## config.mk

```make
export PLATFORM = sky130hd
export DESIGN_NAME = mac_operand_feeder
export DESIGN_NICKNAME = d
export VERILOG_FILES = /design/src/rtl/mac_operand_feeder.sv
export SDC_FILE = /design/constraint.sdc
export NUM_CORES = 1
export LEC_CHECK = 0
export ABC_AREA = 1
export BUFFER_PORTS_ARGS = -buffer_cell sky130_fd_sc_hd__buf_4
export CAP_MARGIN = 10
export CORE_MARGIN = 4
export CORE_UTILIZATION = 54
export CTS_BUF_LIST = sky130_fd_sc_hd__clkbuf_8
export CTS_CLUSTER_SIZE = 25
export DETAILED_ROUTE_END_ITERATION = 8
export GPL_ROUTABILITY_DRIVEN = 0
export HOLD_SLACK_MARGIN = 0.06
export PLACE_DENSITY = 0.78
export SYNTH_ARGS = -nofsm -noshare
export SYNTH_HDL_FRONTEND = slang
export SYNTH_SLANG_ARGS = --single-unit
```

## constraint.sdc

```tcl
create_clock -name clk -period 1.9 [get_ports clk]
set_input_delay 0.095 -clock clk [delete_from_list [all_inputs] [get_ports clk]]
set_output_delay 0.095 -clock clk [all_outputs]
set_load 0.02 [all_outputs]
```

## src/rtl/mac_operand_feeder.sv

```systemverilog
// mac_operand_feeder: FIFO-buffered A/B operand issuer for the 4x4 MAC.
// Issues len pairs spaced by GAP, zeros otherwise, and pulses done after the MAC drains.
module mac_operand_feeder #(
  parameter int DEPTH = 4,
  parameter int CNT_W = 4,
  parameter int GAP   = 2,
  parameter int DRAIN = 3
) (
  input  logic                       clk,
  input  logic                       rst_n,
  input  logic                       in_valid,
  output logic                       in_ready,
  input  logic [3:0]                 in_a,
  input  logic [3:0]                 in_b,
  input  logic                       start,
  input  logic [CNT_W-1:0]           len,
  output logic [3:0]                 mac_a,
  output logic [3:0]                 mac_b,
  output logic                       mac_issue,
  output logic                       busy,
  output logic                       done,
  output logic [$clog2(DEPTH):0]     fifo_level
);
  localparam int AW = $clog2(DEPTH);
  localparam int GW = GAP > 1 ? $clog2(GAP) : 1;
  localparam int DW = DRAIN > 1 ? $clog2(DRAIN) : 1;
  typedef enum logic [1:0] {S_IDLE, S_RUN, S_DRAIN} state_t;
  state_t           state_q, state_d;
  logic [3:0]       mem_a_q [DEPTH];
  logic [3:0]       mem_b_q [DEPTH];
  logic [AW-1:0]    wr_ptr_q, rd_ptr_q;
  logic [AW:0]      level_q;
  logic [CNT_W-1:0] rem_q, rem_d;
  logic [GW-1:0]    gap_q, gap_d;
  logic [DW-1:0]    drain_q, drain_d;
  logic [3:0]       mac_a_q, mac_b_q;
  logic             issue_q, busy_q, done_q, done_d;
  logic             push, issue;
  assign in_ready   = level_q != (AW+1)'(DEPTH);
  assign push       = in_valid && in_ready;
  assign issue      = state_q == S_RUN && level_q != '0 && gap_q == '0;
  assign fifo_level = level_q;
  assign mac_a      = mac_a_q;
  assign mac_b      = mac_b_q;
  assign mac_issue  = issue_q;
  assign busy       = busy_q;
  assign done       = done_q;
  always_comb begin
    state_d = state_q;
    rem_d   = rem_q;
    gap_d   = gap_q != '0 ? gap_q - 1'b1 : gap_q;
    drain_d = drain_q;
    done_d  = 1'b0;
    case (state_q)
      S_IDLE: if (start && len != '0) begin
        state_d = S_RUN;
        rem_d   = len;
        gap_d   = '0;
      end
      S_RUN: if (issue) begin
        rem_d = rem_q - 1'b1;
        gap_d = GW'(GAP - 1);
        if (rem_q == CNT_W'(1)) begin
          state_d = S_DRAIN;
          drain_d = DW'(DRAIN - 1);
        end
      end
      S_DRAIN: begin
        done_d  = drain_q == '0;
        state_d = drain_q == '0 ? S_IDLE : S_DRAIN;
        drain_d = drain_q != '0 ? drain_q - 1'b1 : drain_q;
      end
      default: state_d = S_IDLE;
    endcase
  end
  always_ff @(posedge clk) begin
    if (push) begin
      mem_a_q[wr_ptr_q] <= in_a;
      mem_b_q[wr_ptr_q] <= in_b;
    end
  end
  // busy stays high through the done cycle so both fall on the same edge
  always_ff @(posedge clk or negedge rst_n) begin
    if (!rst_n) begin
      state_q  <= S_IDLE;
      wr_ptr_q <= '0;
      rd_ptr_q <= '0;
      level_q  <= '0;
      rem_q    <= '0;
      gap_q    <= '0;
      drain_q  <= '0;
      mac_a_q  <= '0;
      mac_b_q  <= '0;
      issue_q  <= 1'b0;
      busy_q   <= 1'b0;
      done_q   <= 1'b0;
    end else begin
      state_q  <= state_d;
      wr_ptr_q <= push ? wr_ptr_q + 1'b1 : wr_ptr_q;
      rd_ptr_q <= issue ? rd_ptr_q + 1'b1 : rd_ptr_q;
      level_q  <= level_q + (AW+1)'(push) - (AW+1)'(issue);
      rem_q    <= rem_d;
      gap_q    <= gap_d;
      drain_q  <= drain_d;
      mac_a_q  <= issue ? mem_a_q[rd_ptr_q] : '0;
      mac_b_q  <= issue ? mem_b_q[rd_ptr_q] : '0;
      issue_q  <= issue;
      busy_q   <= state_d != S_IDLE || done_d;
      done_q   <= done_d;
    end
  end
endmodule

```

# After elaboration in Yosys (flattened, before gate mapping)
# Memory sizes are Yosys's and may differ from the RTL's.
# Index checks and enable logic that the tools add are counted.
[word_totals]
rom_bits = 0
ramBits = 32
elab_cells = 66
latchBits = 0
in_bits = 16
register_bits = 27
n_memories = 2
output_inout_bits = 15
[mem_list]
columns = ["name", "depth", "width", "read_ports", "rd_clocked_by_memory_dff", "write_ports", "line", "rtl"]
rows = [
  ["mem_a_q", 4, 4, 1, 0, 1, "29", "logic [3:0] mem_a_q [DEPTH];"],
  ["mem_b_q", 4, 4, 1, 0, 1, "30", "logic [3:0] mem_b_q [DEPTH];"],
]
[classes]
n_eq_ne = 8
mul = 0
mux = 21
reduce_logical = 15
shifts = 0
n_div = 0
order_cmp = 0
bitwise_logic = 1
addsub = 7
[ops]
columns = ["operator", "n"]
rows = [
  ["$mux 4", 4],
  ["$mux 2", 7],
  ["$pmux 4 s2", 1],
  ["$reduce_bool 2->1", 4],
  ["$mux 1", 6],
  ["$ne 2x2->1 const B", 3],
  ["$pmux 2 s3", 1],
  ["$add 2x1->2 const B", 2],
  ["$eq 4x1->1 const B", 1],
  ["$logic_and 1x1->1", 4],
  ["$logic_not 2->1", 2],
  ["$pmux 2 s2", 1],
  ["$reduce_and 4->1", 1],
  ["$reduce_bool 4->1", 1],
  ["$sub 4x1->4 const B", 1],
  ["$add 3x1->3", 1],
  ["$ne 3x3->1 const B", 1],
  ["$reduce_and 3->1", 1],
  ["$reduce_bool 3->1", 1],
  ["$sub 3x1->3", 1],
  ["$eq 2x1->1 const B", 1],
  ["$eq 2x2->1 const B", 1],
  ["$ne 2x1->1 const B", 1],
  ["$pmux 1 s2", 1],
  ["4 further kinds", 4],
]

# Longest topological paths before layout
[depth]
word_depth = 7
depth_mapped = 10

# Worst setup path after synthesis
# Ideal clock, no wire load.
[synth_timing]
path_kind = "reg-to-reg"
from = "register level_q[1] (netlist: fifo_level[1])"
to = "register level_q[2] (netlist: fifo_level[2])"
arrival_time_ns = 1.989
path_stages_with_launch = 9
slack_ns = -0.218
period_less_slack_ns = 2.118
n_path_buf = 0
path_cell_list = "dfrtp_1 inv_1 nand3_1 nand2_2 ha_1 inv_1 ha_1 fa_1 xor2_1"
[synth_via]
elab_chain_cells = 4
elab_cells_between_ends = 7
[synth_lines]
columns = ["item", "line", "rtl"]
rows = [
  ["start, declared", "32", "logic [AW:0] level_q;"],
  ["start signal, assigned", "101", "level_q <= level_q + (AW+1)'(push) - (AW+1)'(issue);"],
  ["$ne 3x3->1", "39", "assign in_ready = level_q != (AW+1)'(DEPTH);"],
  ["net in_ready", "12", "output logic in_ready,"],
  ["$logic_and 1x1->1", "40", "assign push = in_valid && in_ready;"],
  ["$add 3x1->3", "101", ""],
  ["$sub 3x1->3", "101", ""],
]
# The timed path passes the listed nets, and every way through them passes these cells.
# A chain may end at the register's enable or synchronous reset.

# Final worst setup path
[layout_timing]
from = "register level_q[1] (netlist: fifo_level[1])"
to = "register level_q[2] (netlist: fifo_level[2])"
[layout_via]
elab_chain_cells = 4
elab_cells_between_ends = 7
[layout_lines]
columns = ["item", "line", "rtl"]
rows = [
  ["$reduce_bool 3->1", "41", "assign issue = state_q == S_RUN && level_q != '0 && gap_q == '0;"],
  ["$logic_and 1x1->1 (2 in series)", "41", ""],
  ["net issue", "38", "logic push, issue;"],
  ["$sub 3x1->3", "101", ""],
]
# The timed path passes the listed nets, and every way through them passes these cells.

==> run metrics <==
outcome=complete, no violations; CTS clk-pin slew, worst paths=0.07 ns; number of vias per cell=5.123; nets=301; routed via count=1,701; Final TNS setup=0 ns; worst slew pin tran=0.3747 ns; Yosys reg bits=59; Clock Latency Late Sink=0.34 ns; Fmax=552.5 MHz; CTS tree=done; Die Wd=76.01 um; synthesized area=2497 um^2; kind of critical path=flip-flop to flip-flop; synth unique cells=28; vias in the first global route=1,754; Max-Cap Viols=0; largest net degree at the start of global routing=28; share of layout cells above drive strength 1=27.14%; antenna violations before repair=0; fin. max-slew vios=0; wire per inst=13.77 um; Mapped Cells=221; Final Cycle Share=95.26%; RSZ-0062 raised after global routing=false; critical-path cell list=inv_2 > nand3b_1 > nand2_4 > inv_4 > ha_4 > inv_2 > ha_4 > fa_2 > xor2_1; total core area=4414 um^2; clk root buf=clkbuf_8; endpoint class of the critical path=flip-flop; CP max-delay cell=dfrtp_2; CP max FO=3; Layout area overhead=25.30%; H-tree depth=3; Synth Flop Type=edfxtp_1; first-pass GRT wire length=8079 um; Antenna diodes=0; fillers=304; Initial Util=56.58%; total grt overflow=0; Reg area=1640 um^2; EDFF count, synth=32; max incr delay on CP=0.43 ns; GR Util All Layers=18.13%; ANT nets after route=0; Final Core Density=70.89%; I/O pins=31; Final min period=1.810 ns; PwrDens=1630 nW/um^2; Max Clock Skew=0.005680 ns; Peak VDD IR=0.0006960 V; Total Routed Length=4573 um; Num Clock Sinks=59; Die Area=5777 um^2; Critical path buffers and inverters=3; residual DRC count=0; IO buf count=30; yosys warns=0; # setup viols final=0; type of origin of the critical path=flip-flop; clock tree buffer depth=2; register area share after synthesis=65.53%; Core Rows=24; setup repair bufs after CTS=0; top cell family by delay on the critical path=adder cells; Leak=1.351 nW; Worst Hold Class=primary input to flip-flop; Fin. Hold Viols=0; Worst slew margin=75.02%; DR pass1 iterations=4; Starting DRT DRC Count=75; CTS buffer count=9; worst path required time=2.11 ns; die height=76.01 um; Post-synth ARST share=45.76%; synthesized area per cell=11.30 um^2; syn nets=247; # resized after CTS=0; crit path DAT=2.02 ns; hpwl dp=3037 um; Multi-input gate area=758.2 um^2
-- flip-flops by register name, summed over array words and instances, names as in the netlist, 2 cells and up --
| signal | cells |
|---|---|
| rem_q | 4 |
| mac_b | 4 |
| drain_q | 2 |
| state_q | 2 |
| fifo_level | 3 |
| rd_ptr_q | 2 |
| mac_a | 4 |
| wr_ptr_q | 2 |
| mem_b_q | 16 |
| mem_a_q | 16 |
-- area by class of cell --
cell class | count | area share (%)
Tap cell | 52 | 2.079
Clock inverter | 7 | 1.679
Multi-Input combinational cell | 130 | 24.23
Timing Repair Buffer | 48 | 12.32
Inverter | 27 | 3.319
Sequential cell | 59 | 52.42
Clock buffer | 9 | 3.958
-- timing repair --
item | in CTS | in global routing
endpoints found under the hold margin | 60 | 0
hold buffers | 10 | 0
endpoints found under the setup margin | 0 | 0
-- report_power, final --
part	leakage [nW]	switching, mW	internal [mW]
sequential	0.619	0.219	1.76
clock	0.0799	0.512	0.478
combinational	0.653	1.29	0.835
total	1.35	2.02	3.08
-- synth_stat cells, drive strengths merged (2+ instances only) --
master  number  area, um^2
buf          4       28.78
nand4        2       12.51
inv         27       101.4
nand2       21       103.9
o21ai       23       118.9
a21oi       10       53.80
nand3       11       60.06
ha           9       112.6
nor2        46       187.7
edfxtp      32       960.9
xor2         3       26.28
dfrtp       27       675.7
-- cell families (layout without fill, tap and decap cells) --
kind of cell | after synthesis | in the layout | share of synthesized area, %
XOR/XNOR | 4 | 4 | 1.403
AND/OR/NAND/NOR | 82 | 82 | 15.13
buffers and inverters | 32 | 91 | 5.411
adder cells (fa/ha/maj) | 10 | 10 | 5.311
flip-flops | 59 | 59 | 65.53
AO/OA/AOI/OAI | 34 | 34 | 7.214
-- layer usage --
| layer | routed length, um | vias up | global-route usage, % |
|---|---|---|---|
| li1 | - | 839 | - |
| met1 | 1864 | 804 | 21.01 |
| met2 | 2382 | 48 | 30.14 |
| met3 | 255 | 10 | 6.738 |
| met4 | 70 | 0 | 7.473 |
| met5 | 0 | - | 0 |
-- worst paths after layout --
kind | start | to | slack [ns] | cells after the start
min | len[2] | rem_q[2]$_DFFE_PN0P_ | 0.1 | 5
max in group asynchronous | rst_n | fifo_level[1]$_DFF_PN0_ | 1.41 | 2
min in group asynchronous | rst_n | drain_q[0]$_DFFE_PN0P_ | 0.21 | 2
min reg2reg | drain_q[1]$_DFFE_PN0P_ | drain_q[1]$_DFFE_PN0P_ | 0.54 | 2
max | fifo_level[1]$_DFF_PN0_ | fifo_level[2]$_DFF_PN0_ | 0.09 | 9
max reg2reg | fifo_level[1]$_DFF_PN0_ | fifo_level[2]$_DFF_PN0_ | 0.09 | 9
-- layout by cell type, fill, tap and decap left out, types with 2 or more instances in the layout --
cell           netlist  layout
dlygate4sd3_1        0      10
o21ai_0             19      19
inv_6                0       2
nand3_2              1       2
ha_4                 0       2
o21ai_1              3       3
a21oi_1              9       9
clkinvlp_4           0       3
dfrtp_2              0       3
nor2_4               2       2
nand4_1              2       2
clkbuf_8             0       9
ha_1                 9       7
buf_4                1      38
nand2_1             17      17
nand2_4              3       3
edfxtp_1            32      32
dfrtp_1             27      24
nor2_1              44      44
nand3_1             10       9
inv_1               25      21
inv_2                2       5
xor2_1               3       3
-- worst min-delay path, cell delays in order --
cell and delay, ns:
buf_4 0.09, nand2_1 0.05, nand2_1 0.06, nand2_1 0.04, o21ai_1 0.06
-- per-stage QoR --
stage                     power, mW  area (um^2)  cells  hold WS [ns]  worst slack (ns)
final                         5.102         3129    332       0.09983           0.09000
after global routing          5.549         3129    332        0.1379           0.03703
after CTS                     5.164         3129    332       0.08222           0.08018
after detailed placement      4.130         2853    306       0.03328           0.09583
after global placement        4.020         2853    306       0.03614            0.1049
after floorplan               3.484         2536    221       -0.2006          0.002165
Power figures use the tool's default switching activity.
